==> src/rtl/mips_pkg.sv <==
// Shared definitions for the MIPS core pipeline control.
// - REG_AW     : default register address width
// - FWD_*      : EX-stage operand forwarding select codes
// - hz_state_t : hazard controller FSM states
package mips_pkg;

  localparam int unsigned REG_AW = 5;

  localparam logic [1:0] FWD_RF   = 2'b00;  // register file read data
  localparam logic [1:0] FWD_WB   = 2'b01;  // WB-stage result
  localparam logic [1:0] FWD_ALUM = 2'b10;  // ALU result held in MEM
  localparam logic [1:0] FWD_MEMD = 2'b11;  // load data read in MEM

  typedef enum logic {
    IDLE    = 1'b0,
    MD_BUSY = 1'b1
  } hz_state_t;

endpackage

==> src/rtl/md_timer.sv <==
// MUL/DIV occupancy timer.
// - clk_i  : clock
// - rst_i  : synchronous active-high reset, clears the count
// - load_i : start a sequence; count loads MD_LAT-1
// - done_o : high while the count is 1, i.e. the last held cycle before EX is released
// The count decrements every cycle while non-zero and idles at zero.
module md_timer #(
  parameter int unsigned MD_LAT = 32
) (
  input  logic clk_i,
  input  logic rst_i,
  input  logic load_i,
  output logic done_o
);

  localparam int unsigned CW = $clog2(MD_LAT + 1);

  logic [CW-1:0] cnt_q, cnt_d;

  always_comb begin
    cnt_d = cnt_q;
    if (load_i) begin
      cnt_d = CW'(MD_LAT - 1);
    end else if (cnt_q != '0) begin
      cnt_d = cnt_q - CW'(1);
    end
  end

  always_ff @(posedge clk_i) begin
    if (rst_i) begin
      cnt_q <= '0;
    end else begin
      cnt_q <= cnt_d;
    end
  end

  assign done_o = (cnt_q == CW'(1));

endmodule

==> src/rtl/hazard_ctrl.sv <==
// Pipeline hazard controller for the 5-stage MIPS core.
// Inputs : clk, rst (sync, active-high), ID/EX source regs, EX/MEM/WB destination regs
//          with write enables, load flags (E/M), BranchE/ZeroE, MulDivE.
// Outputs: ForwardAE/ForwardBE operand selects, StallF/StallD/StallE,
//          FlushD/FlushE/FlushM, MulDivBusy.
// Event priority: rst > taken branch > MUL/DIV hold > load-use stall.
module hazard_ctrl
  import mips_pkg::*;
#(
  parameter int unsigned MD_LAT = 32,
  parameter int unsigned AW     = REG_AW
) (
  input  logic          clk,
  input  logic          rst,
  input  logic [AW-1:0] RsD,
  input  logic [AW-1:0] RtD,
  input  logic [AW-1:0] RsE,
  input  logic [AW-1:0] RtE,
  input  logic [AW-1:0] RegWriteAddrE,
  input  logic [AW-1:0] RegWriteAddrM,
  input  logic [AW-1:0] RegWriteAddrW,
  input  logic          RegWriteE,
  input  logic          RegWriteM,
  input  logic          RegWriteW,
  input  logic          MemtoRegE,
  input  logic          MemtoRegM,
  input  logic          BranchE,
  input  logic          ZeroE,
  input  logic          MulDivE,
  output logic [1:0]    ForwardAE,
  output logic [1:0]    ForwardBE,
  output logic          StallF,
  output logic          StallD,
  output logic          StallE,
  output logic          FlushD,
  output logic          FlushE,
  output logic          FlushM,
  output logic          MulDivBusy
);

  hz_state_t state_q, state_d;

  logic       br_taken, lu_hazard, md_start, md_hold, md_done;
  logic       m_hit_a, m_hit_b, w_hit_a, w_hit_b;
  logic [1:0] fwd_a, fwd_b;

  // Forwarding: the MEM-stage producer is younger than WB, so it wins. Reg 0 never forwards.
  assign m_hit_a = RegWriteM && (RegWriteAddrM != '0) && (RegWriteAddrM == RsE);
  assign m_hit_b = RegWriteM && (RegWriteAddrM != '0) && (RegWriteAddrM == RtE);
  assign w_hit_a = RegWriteW && (RegWriteAddrW != '0) && (RegWriteAddrW == RsE);
  assign w_hit_b = RegWriteW && (RegWriteAddrW != '0) && (RegWriteAddrW == RtE);

  always_comb begin
    fwd_a = FWD_RF;
    if (m_hit_a)      fwd_a = MemtoRegM ? FWD_MEMD : FWD_ALUM;
    else if (w_hit_a) fwd_a = FWD_WB;
    fwd_b = FWD_RF;
    if (m_hit_b)      fwd_b = MemtoRegM ? FWD_MEMD : FWD_ALUM;
    else if (w_hit_b) fwd_b = FWD_WB;
  end

  assign br_taken  = BranchE && ZeroE;
  assign lu_hazard = MemtoRegE && RegWriteE && (RegWriteAddrE != '0) &&
                     ((RegWriteAddrE == RsD) || (RegWriteAddrE == RtD));
  // A MUL/DIV sharing EX with a taken branch is on the squashed path and never starts.
  assign md_start  = (state_q == IDLE) && MulDivE && !br_taken;
  assign md_hold   = (state_q == MD_BUSY) || md_start;

  md_timer #(
    .MD_LAT (MD_LAT)
  ) u_md_timer (
    .clk_i  (clk),
    .rst_i  (rst),
    .load_i (md_start),
    .done_o (md_done)
  );

  always_comb begin
    state_d = state_q;
    unique case (state_q)
      IDLE:    if (md_start) state_d = MD_BUSY;
      MD_BUSY: if (md_done)  state_d = IDLE;
      default: state_d = IDLE;
    endcase
  end

  always_ff @(posedge clk) begin
    if (rst) begin
      state_q <= IDLE;
    end else begin
      state_q <= state_d;
    end
  end

  always_comb begin
    ForwardAE  = FWD_RF;
    ForwardBE  = FWD_RF;
    StallF     = 1'b0;
    StallD     = 1'b0;
    StallE     = 1'b0;
    FlushD     = 1'b0;
    FlushE     = 1'b0;
    FlushM     = 1'b0;
    MulDivBusy = 1'b0;
    if (!rst) begin
      ForwardAE  = fwd_a;
      ForwardBE  = fwd_b;
      MulDivBusy = (state_q == MD_BUSY);
      if (br_taken) begin
        FlushD = 1'b1;
        FlushE = 1'b1;
      end else if (md_hold) begin
        // Load-use is ignored here; it is seen again once EX is released.
        StallF = 1'b1;
        StallD = 1'b1;
        StallE = 1'b1;
        FlushM = 1'b1;
      end else if (lu_hazard) begin
        StallF = 1'b1;
        StallD = 1'b1;
        FlushE = 1'b1;
      end
    end
  end

endmodule
==> config.mk <==
export PLATFORM = sky130hd
export DESIGN_NAME = hazard_ctrl
export DESIGN_NICKNAME = d
export VERILOG_FILES = /design/src/rtl/mips_pkg.sv /design/src/rtl/md_timer.sv /design/src/rtl/hazard_ctrl.sv
export SDC_FILE = /design/constraint.sdc
export NUM_CORES = 1
export LEC_CHECK = 0
export CAP_MARGIN = 30
export CELL_PAD_IN_SITES_DETAIL_PLACEMENT = 0
export CELL_PAD_IN_SITES_GLOBAL_PLACEMENT = 1
export CORE_ASPECT_RATIO = 0.9
export CORE_MARGIN = 3
export CORE_UTILIZATION = 22
export DETAILED_ROUTE_END_ITERATION = 10
export PLACE_DENSITY = 0.74
export SYNTH_ARGS = -nofsm -noshare
export SYNTH_HDL_FRONTEND = slang
export SYNTH_HIERARCHICAL = 1
export SYNTH_SLANG_ARGS = --single-unit
==> constraint.sdc <==
create_clock -name clk -period 1.4 [get_ports clk]
set_input_delay 0.21 -clock clk [delete_from_list [all_inputs] [get_ports clk]]
set_output_delay 0.21 -clock clk [all_outputs]
set_load 0.01 [all_outputs]
======== After elaboration in Yosys (flattened, before gate mapping) ========
Cells that the tools add are included.
word-level totals
  flip-flop bits (word level) ............. 7
  bits in latches ......................... 0
  bits in writable memories ............... 0
  memory bits (read-only) ................. 0
  bits of input ports ..................... 45
  output and inout port bits .............. 11
  logic and storage cells ................. 58
  memories kept ........................... 0
operators by class
  add/subtract/negate cells ............... 1
  multiply operators ...................... 0
  div/mod/pow operators ................... 0
  magnitude comparators ................... 0
  equal/unequal tests ..................... 7
  shift-type cells ........................ 0
  multiplexer cells ....................... 25
  bitwise gates (word level) .............. 1
  reductions and logical operators ........ 21
operator list
  kind                   number
  $eq A5 B5 Y1           6
  $mux W1                18
  $reduce_bool A5 Y1     3
  $logic_and A1 B1 Y1    12
  $mux W5                2
  $mux W2                4
  $eq A6 B1 Y1 const B   1
  $reduce_bool A6 Y1     1
  $sub A6 B1 Y6 const B  1
  $logic_or A1 B1 Y1     2
  $pmux W1 S2            1
  $reduce_bool A2 Y1     1
  $reduce_or A2 Y1       1
  $logic_not A1 Y1       1
  $not A1 Y1             1

======== Longest topological paths before layout ========
Gate-level depths: netlist of run 1.
  depth after elaboration ................. 7
  mapped depth ............................ 7
  gate-level depth less buffers ........... 6

======== By module ========
Netlist of run 1, hierarchy kept.
by module, submodules not included
  module       times used  cells an instance  area an instance (um^2)
  hazard_ctrl  1           77                 571.8
  md_timer     1           39                 332.8

======== Worst setup path after synthesis of run 1 ========
Ideal clock, no wire load.
  path type ............................... input port to output port
  start ................................... input port RegWriteAddrM[1]
  end ..................................... output port ForwardAE[0]
  arrival time ............................ 1.346 ns
  setup slack ............................. -0.156 ns
  cell stages on the path ................. 4
  buffers on the path ..................... 0
  cells stage by stage .................... or4_4 nor2_4 nor3_1 o41ai_2
between the ends
  cells in the longest elaborated chain, start to end .. 5
  elaborated cells on any way between the ends .. 6
  those cells by class .................... 1 x eq/ne; 2 x mux; 3 x reduce/logical
RTL lines
  element                  RTL line            RTL
  start: declaration       hazard_ctrl.sv:20   input logic [AW-1:0] RegWriteAddrM,
  $reduce_bool A5 Y1       hazard_ctrl.sv:48   assign m_hit_a = RegWriteM && (RegWriteAddrM != '0) && (RegWriteAddrM == RsE);
  $logic_and A1 B1 Y1      hazard_ctrl.sv:48
  $logic_and A1 B1 Y1 (*)  hazard_ctrl.sv:48
  $mux W2 (*)              hazard_ctrl.sv:55   if (m_hit_a) fwd_a = MemtoRegM ? FWD_MEMD : FWD_ALUM;
  $mux W2 (*)              hazard_ctrl.sv:105  if (!rst) begin
  end: declaration         hazard_ctrl.sv:30   output logic [1:0] ForwardAE,
Mark *: on every way between the ends. The rest lies on a longest branch, timed or not.

======== Worst setup path in the final report of run 1 ========
  start ................................... input port RtE[0]
  end ..................................... output port ForwardBE[0]
between the ends
  cells in the longest elaborated chain, start to end .. 5
  elaborated cells on any way between the ends .. 7
  those cells by class .................... 2 x eq/ne; 3 x mux; 2 x reduce/logical
RTL lines
  element              RTL line            RTL
  start: declaration   hazard_ctrl.sv:18   input logic [AW-1:0] RtE,
  $eq A5 B5 Y1         hazard_ctrl.sv:51   assign w_hit_b = RegWriteW && (RegWriteAddrW != '0) && (RegWriteAddrW == RtE);
  $logic_and A1 B1 Y1  hazard_ctrl.sv:51
  $mux W1              hazard_ctrl.sv:59   else if (w_hit_b) fwd_b = FWD_WB;
  $mux W2 (*)          hazard_ctrl.sv:58   if (m_hit_b) fwd_b = MemtoRegM ? FWD_MEMD : FWD_ALUM;
  $mux W2 (*)          hazard_ctrl.sv:105
  end: declaration     hazard_ctrl.sv:31   output logic [1:0] ForwardBE,
Marks and branches as above.

==> impl_results.md, run 1 <==
- Run status: finished, violations left
- Failing checks: negative setup slack
- Final Skew: about 0.0057 ns
- Vias/cell: 4.783
- Syn_nets: 163
- Clock sink total: 7
- Crit end category: output pin
- Mapped Cells: 116
- Synth warnings: 6
- Initial antenna violation count: 0
- Worst setup margin: -0.3344 ns
- Fillers: 374
- P&R area growth vs syn: 114.9%
- Root Buffer: clkbuf_8
- Data arrival time of the worst path: 1.52 ns
- Post-synth cell types: 35
- Cell Area, Synth: around 900 µm²
- Reg area: 141.4 µm²
- Leading cell types in the layout, fill and taps excluded: 36 x buf_4, 28 x dlygate4sd2_1, 17 x xnor2_1, 14 x buf_2, 12 x nor2_1
- Final worst path period share: 1.239
- Setup crit start kind: primary input
- Synth Area in Adders: 0.02766
- Clock slew at the register clock pins of the worst setup and hold paths: 0.04 ns
- Setup Viol. Count Final: 8
- Crit path time final: 1.734 ns
- CTS Buffer Depth: 2
- Die area: 0.004918 mm²
- DR WL/cell: 14.18 µm
- Fmax: ~580 MHz
- Die width: ~74 µm
- Clock buffer count from CTS: 3
- Crit Path Category: in2out
- Post-synthesis sequential area ratio: 0.1549
- Synth top area share: 0.1936
- Design area: 0.001944 mm²
- First-pass GRT wire length: around 5.9 mm
- Pleak: between 0.8 and 0.9 nW
- Via count: 1,234
- Synth Area in Compound Gates: 0.1355
- CTS tree: done
- Pins Over Slew Limit: 0
- # IOs: 56
- Worst hold-check path type: in2reg
- Fraction of the mapped netlist area in simple logic gates: 0.3416
- Area leader, netlist: xnor2_1
- Pwr dens: 912.8 mW/mm²
- Die Span Y: 66.84 µm
- Violation count after the first detailed-route iteration: 70
- Multi-input gate area: approximately 920 µm²
- Clock latency on the worst-skew pair: ~0.23 ns
- Yosys reg bits: 7
- WP data required: 1.19 ns
- DP Wirelength: 2.717 mm
- Largest family of logic cells by synthesized area: simple AND/OR/NAND/NOR gates
- Layout cell share with drive strength beyond 1: 0.5047
- Total wire length: ~3.7 mm
- Post-synth top flop: dfxtp_1
- Port bufs: 55
- Most common cell after layout, fill and taps aside: buf_4
- H-tree levels: 1
- Asr flop ratio synth: 0
- Number of global-route vias before repair: 1,335
- Core Box Area: 0.003836 mm²
- Overall Global Routing Usage: 0.1547
- Top post-synthesis cells by area: xnor2_1 19%, dfxtp_1 15%, xor2_1 9.7%
- EDFF count, synth: 0
- Total grt overflow: 0
- Multiplexer share of the synthesized area: 0.01245
- Worst Max-Slew Pin Slew: 0.2798 ns
- Max rail drop VDD: 0.3130 mV
- Row cnt: 21
- DP Worst Slack: -1.152 ns
- Cell Area, Placed: 0.001739 mm²
- Gp weighted congestion: 0.9055
- Starting Density: 0.2358
- Syn_area_per_cell: between 7 and 8 µm²
- MaxCap Viol Count: 0
- Number of diodes: 0
- Pin count of the biggest net entering global routing: 18
- Post-route ant nets: 0
- Max_slew headroom: 0.8119
- Nets@finish: 260
- DRC Markers: 0
- Hold Violations, Final: 0
- RSZ-0062 raised after global routing: true
- Xor/xnor share of the synthesized area: 0.2905
- DR pass1 iterations: 7
- Maximum fanout along the worst path: 2
synthesized netlist by cell type (2+ instances only):
cell type and instances:
dfxtp_1 7, clkbuf_1 2, nor3_1 6, nand4_1 4
inv_1 3, nor4_1 5, a211oi_1 2, or4_4 2
or4_2 2, o21ai_0 2, nor4b_1 2, nor2_1 12
xnor2_1 20, nand2b_1 2, xor2_1 10, o41ai_2 2
a21oi_1 4, ha_1 2, o22ai_1 2, buf_4 2
or4_1 2, nand2_1 8
state kept, by name (all words and copies together) (netlist names):
signal / count
state_q: 1
u_md_timer/cnt_q: 6
area by class of cell:
type,count,share of cell area
Clock buffer,4,0.02317
Multi-Input combinational cell,102,0.4730
Inverter,3,0.007079
Sequential cell,7,0.07272
Tap cell,46,0.02960
Timing Repair Buffer,96,0.3945
metal layers:
metal,track usage,vias to the layer above,wire length [µm]
li1,-,607,-
met4,0.06335,0,95
met5,0,-,0
met2,0.2865,49,1996
met1,0.1755,570,1369
met3,0.01961,8,196
cell families (layout without fill, tap and decap cells):
kind of cell,after synthesis,after routing
AOI/OAI and AO/OA,16,16
adders and majority gates,2,2
muxes,1,1
DFF,7,7
and+or+nand+nor,53,53
buffers and inverters,7,103
xor gates and xnor gates,30,30
final timing paths:
kind | start | endpoint | slack (ns) | cells past startpoint
worst min-delay path | rst | u_md_timer/cnt_q[2] | 0.55 | 3
worst max-delay path | RtE[0] | ForwardBE[0] | -0.33 | 6
worst min register to register | u_md_timer/cnt_q[5] | u_md_timer/cnt_q[5] | 0.59 | 2
worst max register to register | u_md_timer/cnt_q[0] | u_md_timer/cnt_q[5] | -0.16 | 3
where the power goes:
part | switching, mW | total [mW] | leakage [nW] | internal [mW]
sequential | 0.0510 | 0.313 | 0.0584 | 0.262
clock | 0.0937 | 0.291 | 0.0228 | 0.198
combinational | 0.520 | 1.17 | 0.769 | 0.651
through the flow:
step                        util  instances  hold slack (ns)  power (mW)  setup TNS, ns
after global placement    0.4534        246           0.4950       1.179         -8.965
after global routing      0.5068        258           0.5921       1.910         -2.189
after floorplan                -        116           0.2791      0.7289        -0.1998
after CTS                 0.4870        257           0.5457       1.626         -1.536
after detailed placement  0.4534        246           0.5115       1.225         -9.665
final                     0.5068        258           0.5542       1.775         -1.524
timing repair:
action                                  in CTS  in global routing
hold buffers                                 0                  0
pin swaps                                   29                 16
gates cloned                                 0                  0
setup buffers                                7                  2
endpoints found under the setup margin      16                 14
gates resized for setup                    145                 23
worst max-delay path, cell delays in order:
cell,delay (ns)
dlygate4sd2_1,0.26
xnor2_1,0.16
nand2_1,0.10
or4_4,0.53
o41ai_2,0.07
buf_2,0.19
(Power assumes the default switching activity.)
==> run 2, diff against run 1 <==
- CTS_CLUSTER_SIZE: not set -> 20
==> results of run 2 <==
Final layout, timing and power as in run 1 (identical DEF).
==> run 3, diff against run 2 <==
- ABC_AREA: not set -> 1
- CORE_UTILIZATION: 22 -> 23
- PLACE_DENSITY: 0.74 -> 0.76
- REMOVE_ABC_BUFFERS: not set -> 1
==> run 3 against run 2 <==
  * The run now ends clean
  * Sequential cell count is the same
  * Clock power about the same
  * Clock skew decreased by 0.0035 ns
  * Critical endpoint is now MulDivBusy
  * Largest power group unchanged
  * Highest routed layer unchanged
==> impl_results.md, run 3 <==
- Post-synthesis sequential area ratio: 0.1325
- Setup Viol. Count Final: 0
- Clk pwr share: 0.217
- Reg area: between 100 and 150 µm²
- H-tree levels: 1
- Layout cell share with drive strength beyond 1: 0.3976
- Max rail drop VDD: 0.2889 mV
- Maximum fanout along the worst path: 2
- Most common cell after layout, fill and taps aside: nand2_1
- Initial antenna violation count: 0
- Hold depth: 2
- Pin count of the biggest net entering global routing: 9
- Sw Pwr: between 0.5 and 0.6 mW
- Data arrival time of the worst path: 1.13 ns
- Max FFs per register: 6
- Synth warnings: 6
- Max_slew headroom: 0.7669
- Gp weighted congestion: 0.8025
- Port bufs: 55
- Largest regs: u_md_timer/cnt_q: 6 flops, state_q: 1 flops
- Crit Path Category: reg2out
- Design area: 0.001808 mm²
- Syn_area_per_cell: 5.973 µm²
- Total power: 1.337 mW
- Count leader, synth: nand2_1
- Switching share of power: 0.4022
- Logic pwr share: 0.554
- Cell Area, Synth: 0.001057 mm²
- Setup crit start kind: register
- Sequential Power Share: 0.229
- Pwr dens: 739.7 mW/mm²
- Pleak: 0.9597 nW
- Fmax: 745.8 MHz
- Asr flop ratio synth: 0
- Worst Max-Slew Pin Slew: ~0.35 ns
- DRC Markers: 0
- DR WL/cell: 10.31 µm
- Multi-input gate area: 880.8 µm²
- CTS tree: done
- WP data required: between 1 and 1.5 ns
- Most flop-heavy register: u_md_timer/cnt_q
- DP Wirelength: 2.533 mm
- CTS Buffer Depth: 2
- P&R area growth vs syn: 71.01%
- Vias/cell: slightly above 4
- Overall Global Routing Usage: 0.1179
- Final worst path period share: 0.9578
- EDFF count, synth: 0
- Core Box Area: 0.004239 mm²
- Die width: 77.47 µm
- Final Skew: 0.002230 ns
- Root Buffer: clkbuf_8
- Via count: around 1,300
- Nets@finish: around 300
- Worst hold-check path type: reg2reg
- Total grt overflow: 0
- Run status: complete, no violations
- Clock buffer count from CTS: 3
- Number of diodes: 0
- Leading cell types in the layout, fill and taps excluded: 33 x nand2_1, 24 x nor2_1, 22 x buf_4, 21 x inv_1
- Die area: 0.005447 mm²
- Violation count after the first detailed-route iteration: 61
- Starting Density: 0.2494
- Mapped Cells: about 180
- Internal power: 0.7994 mW
- # IOs: between 50 and 60
- Area leader, netlist: dfxtp_1
- Row cnt: 22
- Cell Area, Placed: approximately 0.0018 mm²
- Fillers: between 400 and 500
- Top post-synthesis cells by area: dfxtp_1 13%, xor2_1 13%, nand2_1 13%
- Number of global-route vias before repair: roughly 1,200
- Post-synth top flop: dfxtp_1
- FF-to-FF path depth: 9
- Clock sink total: 7
- Clock latency on the worst-skew pair: 0.23 ns
- Yosys reg bits: 7
- Pins Over Slew Limit: 0
- Crit end category: output pin
- Crit path time final: 1.341 ns
- Total wire length: 3.236 mm
- DR pass1 iterations: 4
- Post-synth cell types: 24
- Most frequent cells after synthesis: 37 x nand2_1, 28 x nor2_1, 24 x inv_1
- MaxCap Viol Count: 0
- First-pass GRT wire length: 5.313 mm
- Die Span Y: 70.32 µm
- Post-route ant nets: 0
- Hold Violations, Final: 0
- Clock slew at the register clock pins of the worst setup and hold paths: 0.04 ns
- Synth top area share: 0.1325
## run 3: changes by cell type after synthesis, sizes merged, moves of 5 or more
cell   change
or4        -6
xnor2      -9
nor4       -5
xor2       +6
nand3     +18
nor2      +20
nand2     +31
inv       +24
## run 3: layer usage
metal  GRT usage  vias to the layer above  wire, µm
met5           0                        -         0
met4     0.02569                        0        11
met3     0.03737                        2       244
met2      0.1764                       42      1385
met1      0.1642                      529      1593
li1            -                      704         -
## run 3: worst paths after layout
check / to / start / slack [ns]
hold reg to reg: u_md_timer/cnt_q[5] / u_md_timer/cnt_q[5] / 0.51
setup / recovery: MulDivBusy / state_q / 0.06
hold / removal: u_md_timer/cnt_q[5] / u_md_timer/cnt_q[5] / 0.51
setup reg to reg: state_q / state_q / 0.08
## run 3: metrics by stage
step | worst slack, ns | util | TNS (ns) | hold WS (ns) | instances
3_5_place_dp | -0.7591 | 0.4212 | -7.685 | 0.5012 | 305
2_1_floorplan | 0.07559 | - | 0 | 0.2791 | 173
4_1_cts | 0.004447 | 0.4236 | 0 | 0.5068 | 314
6_report | 0.05909 | 0.4265 | 0 | 0.5121 | 314
5_1_grt | -0.01372 | 0.4265 | -0.04280 | 0.5311 | 314
3_3_place_gp | -0.7882 | 0.4212 | -7.818 | 0.4999 | 305
## run 3: final cells by class
type | instances | share of cell area
multi-input combinational | 139 | 0.4872
timing repair buffer | 77 | 0.3121
sequential | 7 | 0.07820
inverter | 27 | 0.05606
tap | 60 | 0.04152
clock buffer | 4 | 0.02491
## run 3: worst max-delay path: stages, from the launching register on
cell and delay, ns:
dfxtp_2 0.33, inv_2 0.04, buf_4 0.12, buf_4 0.11
nor2_1 0.07, clkdlybuf4s15_2 0.22
## run 3: logic make-up (layout without fill, tap and decap cells)
| logic type | count (synthesis) | in the layout | share of synthesized area |
|---|---|---|---|
| compound gates | 7 | 7 | 0.03313 |
| xor+xnor | 27 | 27 | 0.2237 |
| fa+ha+maj | 2 | 2 | 0.02366 |
| buf+inv | 31 | 108 | 0.1195 |
| flops | 7 | 7 | 0.1325 |
| simple gates | 103 | 103 | 0.4675 |
## run 3: power groups by stage
stage          clock network, mW  logic, mW  registers [mW]
2_1_floorplan                  0      0.423           0.298
3_3_place_gp                   0      0.731           0.308
3_5_place_dp                   0      0.733           0.308
4_1_cts                    0.296      0.714           0.305
5_1_grt                    0.308      0.830           0.312
6_report                   0.290      0.741           0.307
## run 3: what timing repair did
action / 4_1_cts / 5_1_grt
endpoints found under the setup margin: 11 / 11
pin swaps: 36 / 34
hold endpoints to repair: 0 / 0
setup buffers: 5 / 1
gates resized for setup: 137 / 58
hold buffers: 0 / 0
